[src/rtl/alu_md_controller.sv]
`default_nettype none
// ============================================================================
// Module      : alu_md_controller
// Description : MIPS ALU control decoder (add/sub/slt/and/or/nor/sltu) with an
//               iterative multiply/divide unit that owns the HI/LO registers
//               and raises a stall while a HI/LO access meets a busy unit.
// Revision    : 1.0 - initial release
// ============================================================================
module alu_md_controller #(
    parameter int WIDTH     = 32,
    parameter int ENABLE_MD = 1
) (
    input  logic             clk,
    input  logic             rst,
    input  logic [1:0]       ALUop,
    input  logic [5:0]       func,
    input  logic             op_valid,
    input  logic [WIDTH-1:0] src_a,
    input  logic [WIDTH-1:0] src_b,
    output logic [2:0]       ALU_control,
    output logic [1:0]       hilo_sel,
    output logic             stall,
    output logic             md_busy,
    output logic             md_done,
    output logic [WIDTH-1:0] hi,
    output logic [WIDTH-1:0] lo
);

    localparam int CNT_W = $clog2(WIDTH);

    localparam logic [1:0] c_st_idle = 2'd0;
    localparam logic [1:0] c_st_mul  = 2'd1;
    localparam logic [1:0] c_st_div  = 2'd2;
    localparam logic [1:0] c_st_fix  = 2'd3;

    localparam logic [CNT_W-1:0] c_cnt_last = CNT_W'(WIDTH - 1);
    localparam logic             c_md_en    = (ENABLE_MD != 0);

    logic [1:0]       r_state;
    logic [CNT_W-1:0] r_cnt;
    logic [WIDTH-1:0] r_ph;      // product high half / partial remainder
    logic [WIDTH-1:0] r_pl;      // multiplier shifting out / quotient shifting in
    logic [WIDTH-1:0] r_mcand;   // multiplicand or divisor magnitude
    logic             r_is_div;
    logic             r_neg_a;
    logic             r_neg_b;
    logic             r_dz;
    logic [WIDTH-1:0] r_hi;
    logic [WIDTH-1:0] r_lo;

    logic             w_is_rtype;
    logic             w_md_func;
    logic             w_hilo_op;
    logic             w_accept;
    logic             w_mthi;
    logic             w_mtlo;
    logic             w_signed_op;
    logic             w_a_neg;
    logic             w_b_neg;
    logic [WIDTH-1:0] w_a_mag;
    logic [WIDTH-1:0] w_b_mag;
    logic [WIDTH:0]   w_add_sum;
    logic [WIDTH:0]   w_shift;
    logic [WIDTH:0]   w_trial;
    logic [2*WIDTH-1:0] w_prod;
    logic [2*WIDTH-1:0] w_prod_fix;
    logic [WIDTH-1:0] w_quo;
    logic [WIDTH-1:0] w_rem;

    assign w_is_rtype = (ALUop == 2'b10);
    assign w_md_func  = c_md_en && w_is_rtype && (func inside {6'h18, 6'h19, 6'h1a, 6'h1b});
    assign w_hilo_op  = c_md_en && w_is_rtype &&
                        (func inside {6'h10, 6'h11, 6'h12, 6'h13, 6'h18, 6'h19, 6'h1a, 6'h1b});

    // Stall is suppressed during reset so the pipeline is never frozen by a dying operation
    assign md_busy  = (r_state != c_st_idle);
    assign md_done  = (r_state == c_st_fix);
    assign stall    = op_valid && w_hilo_op && md_busy && !rst;
    assign w_accept = (r_state == c_st_idle) && op_valid && !stall && w_md_func;
    assign w_mthi   = op_valid && !stall && c_md_en && w_is_rtype && (func == 6'h11);
    assign w_mtlo   = op_valid && !stall && c_md_en && w_is_rtype && (func == 6'h13);

    // Signed variants (mult, div) have func[0] clear; operands are reduced to magnitudes
    assign w_signed_op = !func[0];
    assign w_a_neg     = w_signed_op && src_a[WIDTH-1];
    assign w_b_neg     = w_signed_op && src_b[WIDTH-1];
    assign w_a_mag     = w_a_neg ? -src_a : src_a;
    assign w_b_mag     = w_b_neg ? -src_b : src_b;

    // One shift-add step and one restoring-division step share the same registers
    assign w_add_sum = {1'b0, r_ph} + (r_pl[0] ? {1'b0, r_mcand} : '0);
    assign w_shift   = {r_ph, r_pl[WIDTH-1]};
    assign w_trial   = w_shift - {1'b0, r_mcand};

    // Sign correction applied in the FIX cycle
    assign w_prod     = {r_ph, r_pl};
    assign w_prod_fix = (r_neg_a ^ r_neg_b) ? -w_prod : w_prod;
    assign w_quo      = (r_neg_a ^ r_neg_b) ? -r_pl : r_pl;
    assign w_rem      = r_neg_a ? -r_ph : r_ph;

    // ALU control decode; md/hilo funcs route the ALU through add when the unit exists
    always_comb begin
        ALU_control = 3'b111;
        case (ALUop)
            2'b00: ALU_control = 3'b000;
            2'b01: ALU_control = 3'b001;
            2'b11: ALU_control = 3'b010;
            default: begin
                case (func)
                    6'h20, 6'h21: ALU_control = 3'b000;
                    6'h22, 6'h23: ALU_control = 3'b001;
                    6'h2a:        ALU_control = 3'b010;
                    6'h24:        ALU_control = 3'b011;
                    6'h25:        ALU_control = 3'b100;
                    6'h27:        ALU_control = 3'b101;
                    6'h2b:        ALU_control = 3'b110;
                    6'h10, 6'h11, 6'h12, 6'h13,
                    6'h18, 6'h19, 6'h1a, 6'h1b:
                                  ALU_control = c_md_en ? 3'b000 : 3'b111;
                    default:      ALU_control = 3'b111;
                endcase
            end
        endcase
    end

    // Result mux select for mfhi/mflo, independent of op_valid
    always_comb begin
        hilo_sel = 2'b00;
        if (c_md_en && w_is_rtype && (func == 6'h10)) begin
            hilo_sel = 2'b01;
        end else if (c_md_en && w_is_rtype && (func == 6'h12)) begin
            hilo_sel = 2'b10;
        end
    end

    // Multiply/divide sequencer, iteration datapath and HI/LO registers
    always_ff @(posedge clk) begin
        if (rst) begin
            r_state  <= c_st_idle;
            r_cnt    <= '0;
            r_ph     <= '0;
            r_pl     <= '0;
            r_mcand  <= '0;
            r_is_div <= 1'b0;
            r_neg_a  <= 1'b0;
            r_neg_b  <= 1'b0;
            r_dz     <= 1'b0;
            r_hi     <= '0;
            r_lo     <= '0;
        end else begin
            case (r_state)
                c_st_idle: begin
                    if (w_accept) begin
                        r_state  <= func[1] ? c_st_div : c_st_mul;
                        r_cnt    <= c_cnt_last;
                        r_ph     <= '0;
                        r_is_div <= func[1];
                        r_neg_a  <= w_a_neg;
                        r_neg_b  <= w_b_neg;
                        r_dz     <= (src_b == '0);
                        r_pl     <= func[1] ? w_a_mag : w_b_mag;
                        r_mcand  <= func[1] ? w_b_mag : w_a_mag;
                    end
                end
                c_st_mul: begin
                    r_ph <= w_add_sum[WIDTH:1];
                    r_pl <= {w_add_sum[0], r_pl[WIDTH-1:1]};
                    if (r_cnt == '0) r_state <= c_st_fix;
                    else             r_cnt   <= r_cnt - CNT_W'(1);
                end
                c_st_div: begin
                    if (!w_trial[WIDTH]) begin
                        r_ph <= w_trial[WIDTH-1:0];
                        r_pl <= {r_pl[WIDTH-2:0], 1'b1};
                    end else begin
                        r_ph <= w_shift[WIDTH-1:0];
                        r_pl <= {r_pl[WIDTH-2:0], 1'b0};
                    end
                    if (r_cnt == '0) r_state <= c_st_fix;
                    else             r_cnt   <= r_cnt - CNT_W'(1);
                end
                default: begin
                    r_state <= c_st_idle;
                    if (r_is_div) begin
                        // Remainder of a divide-by-zero is the dividend itself after sign fix
                        r_hi <= w_rem;
                        r_lo <= r_dz ? '1 : w_quo;
                    end else begin
                        r_hi <= w_prod_fix[2*WIDTH-1:WIDTH];
                        r_lo <= w_prod_fix[WIDTH-1:0];
                    end
                end
            endcase
            // mthi/mtlo stall while busy, so they never collide with the FIX write
            if (w_mthi) r_hi <= src_a;
            if (w_mtlo) r_lo <= src_a;
        end
    end

    assign hi = r_hi;
    assign lo = r_lo;

endmodule
`default_nettype wire
[config.mk]
export PLATFORM = sky130hd
export DESIGN_NAME = alu_md_controller
export DESIGN_NICKNAME = d
export VERILOG_FILES = /design/src/rtl/alu_md_controller.sv
export SDC_FILE = /design/constraint.sdc
export NUM_CORES = 1
export LEC_CHECK = 0
export BUFFER_PORTS_ARGS = -buffer_cell sky130_fd_sc_hd__buf_2
export CAP_MARGIN = 5
export CELL_PAD_IN_SITES_DETAIL_PLACEMENT = 0
export CELL_PAD_IN_SITES_GLOBAL_PLACEMENT = 1
export CORE_ASPECT_RATIO = 0.8
export CORE_MARGIN = 1.5
export CORE_UTILIZATION = 45
export DETAILED_ROUTE_END_ITERATION = 6
export PLACE_DENSITY_LB_ADDON = 0.1
export SYNTH_ARGS = -nofsm -noshare
export SYNTH_HDL_FRONTEND = slang
export SYNTH_SLANG_ARGS = --single-unit
[constraint.sdc]
create_clock -name clk -period 3.8 [get_ports clk]
set_clock_uncertainty 0.2 [all_clocks]
set_input_delay 0.76 -clock clk [delete_from_list [all_inputs] [get_ports clk]]
set_output_delay 0.76 -clock clk [all_outputs]
set_load 0.02 [all_outputs]
==> summary.md <==
| Metric | Value |
|---|---|
| Mapped Cells | `2092` |
| 1st-iter DRT viols | `2337` |
| Final Net Count | `2426` |
| Metal2 WL | `26600 um` |
| Largest net degree at the start of global routing | `88` |
| Die X | `207 um` |
| Number of global-route vias before repair | `15600` |
| CP endpoint kind | `flop` |
| Post-synthesis simple-gate area fraction | `21.1%` |
| Leakage | `0.00731 uW` |
| Pre-antenna DRT Iters | `7` |
| Area of the core | `32700 um^2` |
| Yosys cell types | `76` |
| Final Setup Violations | `0` |
| XOR/XNOR Fraction of Synth Area | `10.4%` |
| Slowest cell on crit path | `a211oi_1` |
| Antenna Cells | `0` |
| Number of cell rows | `59` |
| CP required | `3.95 ns` |
| Area grow syn2layout | `17.4%` |
| Violated checks | `design-rule violations` |
| Hold Crit Start | `r_mcand[6]$_SDFFE_PP0P_` |
| Layout cell share with drive strength beyond 1 | `16.4%` |
| EDFF count, synth | `0` |
| Clock-pin slew on the worst setup and hold paths | `0.08 ns` |
| Worst min-delay path class | `flop to flop` |
| Total GRT Usage | `37.0%` |
| FFs w/ async S/R, synth | `0%` |
| H-tree depth | `4` |
| Port Buf Inserts | `146` |
| Worst Hold Path Cells | `2` |
| PwrDens | `401 nW/um^2` |
| Register area | `3420 um^2` |
| DRC | `18` |
| Avg Cell Area, Syn | `7.19 um^2` |
| Filler instances | `3291` |
| Post-Synth Adder-Cell Area | `6.42%` |
| Routed Antenna Nets | `0` |
| VDD IR-drop max | `0.000371 V` |
| Mux contribution to synthesized area | `3.34%` |
| Worst Setup Slack, final | `0.0927 ns` |
| Period minus WS final | `3.71 ns` |
| Die ar. | `34500 um^2` |
| Routed WL | `65400 um` |
| Initial Util | `46.0%` |
| Worst-Margin Slew | `1.09 ns` |
| Slew margin rel. | `26.8%` |
| Placement Setup Slack | `0.0259 ns` |
| Worst Path Max Fanout | `5` |
| CTS tree | `yes` |
| Die Y | `167 um` |
| Syn. warnings | `0` |
| Clock sink count | `171` |
| Setup_tns | `0 ns` |
| Syn nets | `2243` |
| GRT overflow | `0` |
| Top Ports | `147` |
| Worst Setup Start Kind | `flop` |
| Post-Synthesis Cell Area | `15000 um^2` |
| Area share of the largest cell type after synthesis | `22.8%` |
| Wl on met1 | `29600 um` |
| Clock Tree Root | `clkbuf_16` |
| First-pass GRT wire length | `97300 um` |
| Seq/Total Area, Yosys | `22.8%` |
| Worst R2R End | `r_ph[31]$_SDFFE_PP0P_` |
| Largest family of logic cells by synthesized area | `compound AO/OA/AOI/OAI gates` |
| Total CTS buffers | `17` |
| #FFs+latches synth | `171` |
| Hold Violations, Final | `0` |
| Fin crit share | `97.6%` |
| R2r worst-path depth | `12` |
| Ranking of synthesized cells by area | `dfxtp_1, a21oi_1, nor2_1` |
| Highest Signal Layer | `met4` |
| Met3 WL | `7670 um` |
| RSZ-0062 raised after global routing | `no` |
| Initial antenna violation count | `0` |
| Commonest register cell after synthesis | `dfxtp_1` |
| Gpl congestion | `0.972` |
| DR vias | `17200` |
| Hold path endpoint | `r_mcand[6]$_SDFFE_PP0P_` |
| Clock Tree Buf Depth | `2` |
| Hold buffer count at CTS | `0` |
| Most frequent cell on the critical path | `a21oi_1` |
| Routed wire per std cell | `24.1 um` |
| Critical-path cell list | `inv_1, ha_1, buf_4, o21ai_0, a21oi_1, a21oi_1, a211oi_1, nor4_1, o31ai_1, xor2_1, and3_1, o31a_1` |
| Largest area contributor in the netlist | `dfxtp_1` |
| Slowest stage delay, CP | `0.69 ns` |
| Worst setup path category | `flop to flop` |
| Post-synthesis compound-gate area fraction | `30.4%` |
| Reg2reg setup slack | `0.09 ns` |
| DPL Wire Length | `51500 um` |
| Vias per cell | `6.35` |
| CP arrival | `3.85 ns` |
| Worst-Skew Late Latency | `0.46 ns` |
| Crit Reg-Reg Startpoint | `r_mcand[3]$_SDFFE_PP0P_` |
| Multi-input logic area | `10900 um^2` |
| Final Max Tran Viols | `0` |
| Max Clk Rate | `270 MHz` |
| MaxCap Viol Count | `0` |
| Status | `complete, but fails checks` |
[registers in the layout (all words and copies together), names as in the netlist]
register,count
hi,32
lo,32
r_cnt,5
r_dz,1
r_is_div,1
r_mcand,32
r_neg_a,1
r_neg_b,1
r_ph,32
r_pl,32
r_state,2
[power breakdown]
part           total (uW)  internal [uW]  switching (uW)  leakage, uW
Combinational        3240           1110            2130      0.00565
Sequential           2040           1890             147      0.00138
Clock                1800            878             924     0.000281
Total                7080           3880            3200      0.00731
[cell type report]
| type | count | share of cell area, % |
|---|---|---|
| clock buffers | 17 | 2.41 |
| well taps | 427 | 3.02 |
| inverters | 75 | 1.61 |
| clock inverters | 15 | 0.850 |
| flip-flops and latches | 171 | 19.4 |
| multi-input cells | 1703 | 61.4 |
| repair buffers | 307 | 11.3 |
[routing by layer]
metal | vias up | GRT usage (%)
met5 | - | 0
met4 | 0 | 9.75
met3 | 80 | 8.43
met2 | 1019 | 53.1
met1 | 8156 | 54.8
li1 | 7993 | -
[worst max-delay path, delay by kind of cell, from the launching register on]
kind / cells / cell delay (ns)
compound gates: 6 / 2.05
fa+ha+maj: 1 / 0.31
flops: 1 / 0.34
xor+xnor: 1 / 0.13
buf+inv: 2 / 0.21
simple gates: 2 / 0.36
[cells in the final DEF (no fill, tap or decap), types with 14 or more instances in the layout]
master | synthesis | routed
a211oi_1 | 59 | 58
a21o_1 | 31 | 31
a21oi_1 | 227 | 226
a221oi_1 | 25 | 25
a22o_1 | 16 | 16
a22oi_1 | 44 | 44
a31oi_1 | 27 | 26
and3_1 | 14 | 14
buf_2 | 11 | 145
buf_4 | 0 | 158
clkbuf_16 | 0 | 17
dfxtp_1 | 171 | 171
ha_1 | 74 | 72
inv_1 | 75 | 74
mux2i_1 | 49 | 49
nand2_1 | 200 | 200
nand2b_1 | 14 | 14
nand3_1 | 27 | 27
nor2_1 | 252 | 249
nor3_1 | 48 | 47
nor4_1 | 16 | 16
o211ai_1 | 32 | 32
o21ai_0 | 145 | 145
o31ai_1 | 19 | 19
or3_1 | 23 | 23
xnor2_1 | 107 | 106
xor2_1 | 72 | 72
[through the flow]
stage	std cells	total power (uW)	hold WS, ns	cell area (um^2)	util, %
after floorplan	2092	3870	0.232	15000	-
after global placement	2681	5180	0.242	17000	52.1
after detailed placement	2681	5180	0.247	17000	52.1
after CTS	2713	6970	0.259	17600	53.8
after global routing	2715	7360	0.284	17700	54.0
final	2715	7080	0.259	17700	54.0
[cells in the mapped netlist, drive strengths merged (5+ instances only)]
cell,count
a21oi,227
inv,75
nor2b,10
a221oi,25
o211ai,32
mux2i,49
a211o,5
a22o,16
nand2,200
dfxtp,171
a41oi,6
a22oi,44
o21ai,153
or3,24
xor2,72
buf,21
and4,7
nand2b,14
o21bai,5
or4,14
xnor2,107
o22ai,6
o21a,5
ha,74
or2,6
a211oi,59
nor2,252
nor3,48
a2111oi,10
nand3,28
and2,12
o31ai,19
a31oi,27
clkbuf,122
and3,14
nor4,19
nand4,12
o41ai,12
a21o,31
[worst max-delay path by stage]
stage                                 start                  endpoint  slack (ns)  depth (start not counted)
finish              r_mcand[3]$_SDFFE_PP0P_     r_ph[31]$_SDFFE_PP0P_        0.09                         12
global placement                   src_a[1]  r_mcand[28]$_SDFFE_PP0P_        0.02                         12
CTS                    r_pl[0]$_SDFFE_PP0P_     r_ph[31]$_SDFFE_PP0P_       0.004                         13
global route           r_pl[0]$_SDFFE_PP0P_     r_ph[30]$_SDFFE_PP0P_      0.0001                         15
floorplan              r_pl[0]$_SDFFE_PP0P_     r_ph[23]$_SDFFE_PP0P_        0.41                         13
detailed placement                 src_a[1]  r_mcand[28]$_SDFFE_PP0P_        0.03                         12
[what timing repair did]
item / in CTS / in global routing
resized for setup: 0 / 8
setup endpoints to repair: 0 / 5
hold endpoints to repair: 0 / 0
setup buffers: 0 / 2
[cells by family (layout without fill, tap and decap cells)]
family | count (synthesis) | count (layout)
AO/OA/AOI/OAI | 718 | 718
buffers and inverters | 218 | 414
adder cells (fa/ha/maj) | 76 | 76
flip-flops | 171 | 171
XOR/XNOR | 179 | 179
multiplexers | 50 | 50
AND/OR/NAND/NOR | 680 | 680
No activity file was read; power rests on OpenSTA's default activity.
